$ cat config.mk
export PLATFORM = sky130hd
export DESIGN_NAME = camera_stream_tx
export DESIGN_NICKNAME = d
export VERILOG_FILES = /design/src/rtl/camera_stream_tx.sv
export SDC_FILE = /design/constraint.sdc
export NUM_CORES = 1
export LEC_CHECK = 0
export BUFFER_PORTS_ARGS = -buffer_cell sky130_fd_sc_hd__buf_2
export CORE_MARGIN = 1
export CORE_UTILIZATION = 64
export DETAILED_ROUTE_END_ITERATION = 10
export MAX_ROUTING_LAYER = met4
export PLACE_DENSITY_LB_ADDON = 0.2
export REMOVE_ABC_BUFFERS = 1
export SYNTH_ARGS = -nofsm -noshare
export SYNTH_HDL_FRONTEND = slang
export SYNTH_SLANG_ARGS = --single-unit
$ cat constraint.sdc
create_clock -name CAMERA_CLK -period 3.5 [get_ports CAMERA_CLK]
set_clock_uncertainty 0.15 [all_clocks]
set_input_delay 0.35 -clock CAMERA_CLK [delete_from_list [all_inputs] [get_ports CAMERA_CLK]]
set_output_delay 0.35 -clock CAMERA_CLK [all_outputs]
set_load 0.01 [all_outputs]
$ cat src/rtl/camera_stream_tx.sv
// Replays a stored RGB565 frame as an OV7670-style byte stream (VSYNC/HREF framing).
// Define TEST_PATTERN_EN to add pattern_sel, which substitutes {y,x} pixels for memory reads.
module camera_stream_tx #(
  parameter int IMG_W     = 320,
  parameter int IMG_H     = 240,
  parameter int ADDR_W    = 17,
  parameter int VSYNC_CYC = 4,
  parameter int VBP_CYC   = 10,
  parameter int HBLK_CYC  = 8,
  parameter int VFP_CYC   = 10
) (
  input  logic              CAMERA_CLK,
  input  logic              rst,
  input  logic              start,
`ifdef TEST_PATTERN_EN
  input  logic              pattern_sel,
`endif
  output logic              busy,
  output logic              frame_done,
  output logic              rd_en,
  output logic [ADDR_W-1:0] rd_addr,
  input  logic [15:0]       rd_data,
  output logic              vsync,
  output logic              href,
  output logic [7:0]        cam_data
);

  localparam logic [2:0] S_IDLE  = 3'd0;
  localparam logic [2:0] S_VSYNC = 3'd1;
  localparam logic [2:0] S_VBP   = 3'd2;
  localparam logic [2:0] S_LINE  = 3'd3;
  localparam logic [2:0] S_HBLK  = 3'd4;
  localparam logic [2:0] S_VFP   = 3'd5;
  localparam logic [2:0] S_DONE  = 3'd6;

  localparam int XW = (IMG_W > 1) ? $clog2(IMG_W) : 1;
  localparam int YW = (IMG_H > 1) ? $clog2(IMG_H) : 1;
  localparam int CW = 16;

  logic [2:0]        r_state;
  logic [CW-1:0]     r_cnt;
  logic [XW-1:0]     r_x;
  logic [YW-1:0]     r_y;
  logic              r_phase;
  logic [ADDR_W-1:0] r_addr;
  logic [ADDR_W-1:0] r_last;
  logic              r_rdv;
  logic [7:0]        r_lo;
  logic [7:0]        r_cam;
  logic              w_rd_req;
  logic [15:0]       w_src;

  // A read is due two cycles before the pixel's high byte is shown.
  always_comb begin
    w_rd_req = 1'b0;
    case (r_state)
      S_VBP:  w_rd_req = (r_cnt == CW'(VBP_CYC - 2));
      S_HBLK: w_rd_req = (r_cnt == CW'(HBLK_CYC - 2));
      S_LINE: w_rd_req = !r_phase && (r_x != XW'(IMG_W - 1));
      default: w_rd_req = 1'b0;
    endcase
  end

`ifdef TEST_PATTERN_EN
  logic          r_pat_mode;
  logic [XW-1:0] r_rx;
  logic [YW-1:0] r_ry;
  logic [15:0]   r_pat;

  always_comb begin
    rd_en = w_rd_req & ~r_pat_mode;
    w_src = r_pat_mode ? r_pat : rd_data;
  end

  // Pattern pixels follow the same one-cycle latency as the RAM path.
  always_ff @(posedge CAMERA_CLK or negedge rst) begin
    if (!rst) begin
      r_pat_mode <= 1'b0;
      r_rx       <= '0;
      r_ry       <= '0;
      r_pat      <= '0;
    end else begin
      if (r_state == S_IDLE && start) begin
        r_pat_mode <= pattern_sel;
        r_rx       <= '0;
        r_ry       <= '0;
      end else if (w_rd_req) begin
        r_pat <= {8'(r_ry), 8'(r_rx)};
        if (r_rx == XW'(IMG_W - 1)) begin
          r_rx <= '0;
          r_ry <= r_ry + 1'b1;
        end else begin
          r_rx <= r_rx + 1'b1;
        end
      end
    end
  end
`else
  always_comb begin
    rd_en = w_rd_req;
    w_src = rd_data;
  end
`endif

  always_ff @(posedge CAMERA_CLK or negedge rst) begin
    if (!rst) begin
      r_state <= S_IDLE;
      r_cnt   <= '0;
      r_x     <= '0;
      r_y     <= '0;
      r_phase <= 1'b0;
      r_addr  <= '0;
      r_last  <= '0;
      r_rdv   <= 1'b0;
      r_lo    <= '0;
      r_cam   <= '0;
    end else begin
      r_rdv <= w_rd_req;
      if (w_rd_req) r_addr <= r_addr + 1'b1;
      if (rd_en)    r_last <= r_addr;

      if (r_rdv) begin
        r_lo  <= w_src[7:0];
        r_cam <= w_src[15:8];
      end else if (r_state == S_LINE && !r_phase) begin
        r_cam <= r_lo;
      end else begin
        r_cam <= '0;
      end

      case (r_state)
        S_IDLE: begin
          if (start) begin
            r_state <= S_VSYNC;
            r_cnt   <= '0;
            r_x     <= '0;
            r_y     <= '0;
            r_phase <= 1'b0;
          end
        end
        S_VSYNC: begin
          if (r_cnt == CW'(VSYNC_CYC - 1)) begin
            r_state <= S_VBP;
            r_cnt   <= '0;
          end else begin
            r_cnt <= r_cnt + 1'b1;
          end
        end
        S_VBP, S_HBLK: begin
          if ((r_state == S_VBP  && r_cnt == CW'(VBP_CYC - 1)) ||
              (r_state == S_HBLK && r_cnt == CW'(HBLK_CYC - 1))) begin
            r_state <= S_LINE;
            r_x     <= '0;
            r_phase <= 1'b0;
          end else begin
            r_cnt <= r_cnt + 1'b1;
          end
        end
        S_LINE: begin
          r_phase <= ~r_phase;
          if (r_phase) begin
            if (r_x == XW'(IMG_W - 1)) begin
              r_x   <= '0;
              r_cnt <= '0;
              if (r_y == YW'(IMG_H - 1)) begin
                r_y     <= '0;
                r_state <= S_VFP;
              end else begin
                r_y     <= r_y + 1'b1;
                r_state <= S_HBLK;
              end
            end else begin
              r_x <= r_x + 1'b1;
            end
          end
        end
        S_VFP: begin
          if (r_cnt == CW'(VFP_CYC - 1)) begin
            r_state <= S_DONE;
          end else begin
            r_cnt <= r_cnt + 1'b1;
          end
        end
        S_DONE: begin
          r_state <= S_IDLE;
          r_addr  <= '0;
          r_last  <= '0;
        end
        default: r_state <= S_IDLE;
      endcase
    end
  end

  always_comb begin
    busy       = (r_state != S_IDLE);
    vsync      = (r_state == S_VSYNC);
    href       = (r_state == S_LINE);
    frame_done = (r_state == S_DONE);
    cam_data   = r_cam;
    rd_addr    = rd_en ? r_addr : r_last;
  end

endmodule

Word-level counts from Yosys, hierarchy flattened
Index checks and enable logic that the tools add are counted.
{"block": "classes", "n_mux": 35, "n_mul": 0, "bitwise_logic": 1, "reduce_logical": 18, "eq_ne": 22, "shifts": 0, "order_cmp": 0, "n_div": 0, "addsub": 4}
{"cell": "$mux W16", "count": 6}
{"cell": "$pmux W16 S5", "count": 1}
{"cell": "$mux W17", "count": 4}
{"cell": "$mux W8", "count": 6}
{"cell": "$mux W9", "count": 4}
{"cell": "$eq A16 B3 Y1 const B", "count": 2}
{"cell": "$eq A16 B4 Y1 const B", "count": 2}
{"cell": "$pmux W9 S3", "count": 1}
{"cell": "$mux W3", "count": 6}
{"cell": "$add A17 B1 Y17 const B", "count": 1}
{"cell": "$add A16 B1 Y16 const B", "count": 1}
{"cell": "$eq A16 B2 Y1 const B", "count": 1}
{"cell": "$pmux W8 S2", "count": 1}
{"cell": "$pmux W3 S5", "count": 1}
{"cell": "$reduce_and A6 Y1", "count": 2}
{"cell": "$ne A2 B2 Y1 const B", "count": 5}
{"cell": "$add A9 B1 Y9 const B", "count": 1}
{"cell": "$eq A3 B3 Y1 const B", "count": 3}
{"cell": "$eq A9 B9 Y1 const B", "count": 1}
{"cell": "$ne A9 B9 Y1 const B", "count": 1}
{"cell": "$add A8 B1 Y8 const B", "count": 1}
{"cell": "$eq A8 B8 Y1 const B", "count": 1}
{"cell": "$reduce_and A4 Y1", "count": 2}
{"cell": "$eq A3 B2 Y1 const B", "count": 2}
{"cell": "other kinds (14)", "count": 24}
{"block": "word_totals", "memories": 0, "mem_bits_rw": 0, "out_inout_bits": 30, "romBits": 0, "register_bits": 88, "latch_bits": 0, "elab_cells": 90}

Logic depth before layout (Yosys ltp)
{"block": "depth", "ltp_word": 5, "mapped_depth": 9}

Worst setup path after synthesis
Ideal clock, no wire load.
{"block": "synth_timing", "kind": "register -> output", "from": "register r_state[0]", "to": "output port rd_addr[10]", "stages_incl_launch_ff": 7, "arrival_ps": 1932, "required_ps": 3000, "path_buffers": 2, "setup_slack_ps": 1068, "path_cell_list": "dfrtp_1 -> clkbuf_1 -> or3b_2 -> a32oi_1 -> o32a_4 -> buf_2 -> mux2_2"}
{"block": "synth_between", "elab_chain_cells": 3, "word_cells_on_any_way": 5, "cone_classes": "eq/ne: 3; mux: 2"}
{"item": "from (decl)", "line": "40", "source": "logic [2:0] r_state;"}
{"item": "from (signal assigned)", "line": "107", "source": "r_state <= S_IDLE;"}
{"item": "from (signal assigned)", "line": "134", "source": "r_state <= S_VSYNC;"}
{"item": "from (signal assigned)", "line": "143", "source": "r_state <= S_VBP;"}
{"item": "$eq A3 B2 Y1 or $eq A3 B3 Y1 (tied branches)", "line": "56", "source": "case (r_state)"}
{"item": "$pmux W1 S3 *", "line": "56"}
{"item": "$mux W17 *", "line": "200", "source": "rd_addr = rd_en ? r_addr : r_last;"}
{"item": "to (decl)", "line": "21", "source": "output logic [ADDR_W-1:0] rd_addr,"}
Mark *: on every way between the ends. The rest lies on a longest branch, timed or not.

Worst setup path in the final report
{"block": "layout_timing", "from": "register r_state[2]", "to": "output port rd_addr[16]"}
Same word-level chain as after synthesis.

==> summary.md <==
| Metric | Value |
|---|---|
| Status | completed |
| Vias | 3779 |
| Dpl hpwl | 6370 µm |
| Final setup viols | 0 |
| Wire length per cell | 15.6 µm |
| Final Util | 74.7% |
| Max clock buf depth | 2 |
| Core area | 0.00694 mm² |
| IO Pins | 49 |
| Hold-fix buffer count after cts | 0 |
| Vias in the first global route | 3545 |
| TritonCTS clock tree | done |
| Data required, critical path | 3000 ps |
| DR DRC count | 0 |
| Gr usage total | 27.7% |
| WS Path Type | reg -> out |
| Fin nets | 540 |
| Adder-Cell Fraction of Synth Area | 1.33% |
| Violation count after the first detailed-route iteration | 286 |
| Antenna Nets Post-Route | 0 |
| Synth cell types | 58 |
| Largest net degree at the start of global routing | 89 |
| Synth Area in Compound Gates | 17.1% |
| Postcts setup bufs | 0 |
| Post-synthesis xor/xnor area fraction | 0.744% |
| CP max stage cell | dfrtp_1 |
| Mux cell area share after synthesis | 7.07% |
| Die area | 0.00770 mm² |
| WL final | 9600 µm |
| Row cnt | 30 |
| WP data arrival | 2770 ps |
| CP Capture Type | output pin |
| Worst path max stage delay | 590 ps |
| Crit path time final | 3270 ps |
| Clock sink count | 88 |
| Critical Path Fanout Max | 41 |
| PwrDens | 703 mW/mm² |
| Sequential area share after synthesis | 46.8% |
| Total grt overflow | 0 |
| Worst-path clk slew | 90 ps |
| Tcrit/Tclk final | 93.3% |
| Max IR drop VDD | 0.409 mV |
| Net Sw Frac | 39.8% |
| Hold Fails Final Rpt | 0 |
| Cells after synthesis | 482 |
| Clock network fraction of total power | 21.0% |
| Internal power | 2200 µW |
| Number of vias per cell | 6.13 |
| Switch Pwr | 1450 µW |
| Layout cells sized above 1 | 19.8% |
| Internal reg-to-reg setup slack | 710 ps |
| First-pass GRT wire length | 16300 µm |
| Hold Crit Class | in -> async |
| Comb power frac | 39.4% |
| Clock Root Buffer | clkbuf_8 |
| Critical path launch point type | flip-flop |
| Worst-margin pin slew | 1060 ps |
| Number of buffers created by CTS | 9 |
| Crit path cell chain | or3b_2 > a32oi_1 > o32a_4 > clkinv_1 > mux2_2 > buf_2 |
| RSZ-0062 raised after global routing | no |
| Largest family of logic cells by synthesized area | simple AND/OR/NAND/NOR gates |
| Number of max-cap violations | 0 |
| Initial antenna violation count | 0 |
| Buffers and inverters on the worst path | 2 |
| Number of synthesized flops with an enable pin | 0 |
| Gpl congestion | 0.868 |
| Simple-gate share of the synthesized area | 22.5% |
| DRT Pass-1 Iters | 5 |
| Asr flop ratio synth | 100% |
| Avg Inst Size Synth | 9.76 µm² |
| CTS H-tree lvls | 3 |
| Fmax achieved | 0.306 GHz |
| Top FF cell, synth | dfrtp_1 |
| Clk_lat worst skew | 360 ps |
| Reg power frac | 39.6% |
| Cell area after synthesis | 0.00471 mm² |
| Max-slew violation count | 0 |
| Area delta synth->final | 10.2% |
| Die Ht | 87.8 µm |
| Slew headroom | 29.4% |
| Post-CTS sizing | 0 |
| Synth warn | 0 |
| Die Wd | 87.8 µm |
| Setup_tns | 0 ps |
| Initial Util | 67.8% |
| Seq cells post-synth | 88 |
| Fillers | 484 |
| # diodes | 0 |
| Delay-heaviest family, CP | compound AO/OA/AOI/OAI gates |
| P_leak | 0.00233 µW |
| Port bufs | 48 |
==> cell usage in the layout (no fill, tap or decap), types with 5 or more instances in the layout <==
master and n:
ha_1 5, mux2_2 26, a211oi_1 11, and3_1 6, a21oi_1 15, o211ai_1 10, and2_1 19, or4_1 13
nor2_1 21, nor3_1 7, nand4_1 9, a22o_1 8, clkbuf_8 9, nand2_1 50, dfrtp_1 88, nand3_1 26
nor2b_1 6, buf_2 47, o21ai_0 30, o31ai_1 13, buf_4 5, inv_1 21
==> final cells by class <==
class,count,area (µm²),share of cell area [%]
clock buffers,9,124,2.39
clock inverters,6,93.8,1.81
inverters,22,82.6,1.59
multi-input cells,343,2290,44.2
flip-flops and latches,88,2200,42.5
well taps,96,120,2.32
repair buffers,52,273,5.26
==> sequential cells by signal, indices dropped and copies added (netlist names) <==
name / cells
r_last: 17
r_x: 9
r_lo: 8
r_rdv: 1
cam_data: 8
r_cnt: 16
r_state: 3
r_addr: 17
r_y: 8
r_phase: 1
==> through the flow <==
stage / instances / setup slack [ps] / hold WS, ps / power (µW) / cell area, µm²
finish: 616 / 235 / 31.9 / 3650 / 5190
global placement: 601 / 711 / 338 / 2850 / 4970
CTS: 616 / 247 / 39.4 / 3650 / 5190
global route: 616 / 71.3 / 46.1 / 3890 / 5190
floorplan: 453 / 750 / -95.6 / 2430 / 4580
detailed placement: 601 / 631 / 347 / 2890 / 4970
==> synth_stat cells (7+ instances only) <==
library cell | count | area share, %
nand3_1 | 26 | 2.8
a22o_1 | 8 | 1.5
a21oi_1 | 15 | 1.6
o31ai_1 | 13 | 2.1
nand4_1 | 9 | 1.2
o21ai_0 | 30 | 3.2
inv_1 | 21 | 1.7
dfrtp_1 | 88 | 47
nor2_1 | 21 | 1.7
mux2_2 | 26 | 6.2
a211oi_1 | 11 | 1.8
or4_1 | 13 | 2.1
clkbuf_1 | 18 | 1.4
nor3_1 | 7 | 0.74
buf_2 | 10 | 1.1
o211ai_1 | 10 | 1.6
nand2_1 | 50 | 4.0
and2_1 | 19 | 2.5
==> final timing paths <==
kind / from / to / depth (start not counted)
setup / recovery: r_state[2] / rd_addr[16] / 6
hold / removal: rst / cam_data[6] / 1
setup reg to reg: r_state[2] / r_cnt[2] / 5
hold reg to reg: r_lo[0] / r_lo[0] / 1
max in group asynchronous: rst / r_cnt[10] / 1
min in group CAMERA_CLK: rd_data[10] / cam_data[2] / 3
==> worst reg2reg max path, stage by stage, from the launching register on <==
cell and delay, ps:
dfrtp_1 590, or3b_2 520, o31a_1 310, a22oi_1 480, nor2_1 330, a22o_1 300
==> power groups by stage <==
stage	combinational (µW)	sequential [µW]	clock, µW
final	1440	1440	766
after global routing	1590	1480	813
after CTS	1430	1440	779
after detailed placement	1430	1460	0
after global placement	1410	1440	0
after floorplan	1000	1420	0
==> metal layers <==
metal / track usage [%] / up-vias / wire length (µm)
met5: - / - / 0
met4: 9.54 / 0 / 113
met3: 3.49 / 13 / 415
met2: 44.9 / 109 / 4590
met1: 36.2 / 1822 / 4490
li1: - / 1835 / -
==> logic make-up after synthesis <==
logic type      Yosys count
simple gates            189
mux                      30
compound gates          115
xor+xnor                  4
fa+ha+maj                 5
flops                    88
buf+inv                  51
Power figures use the tool's default switching activity.
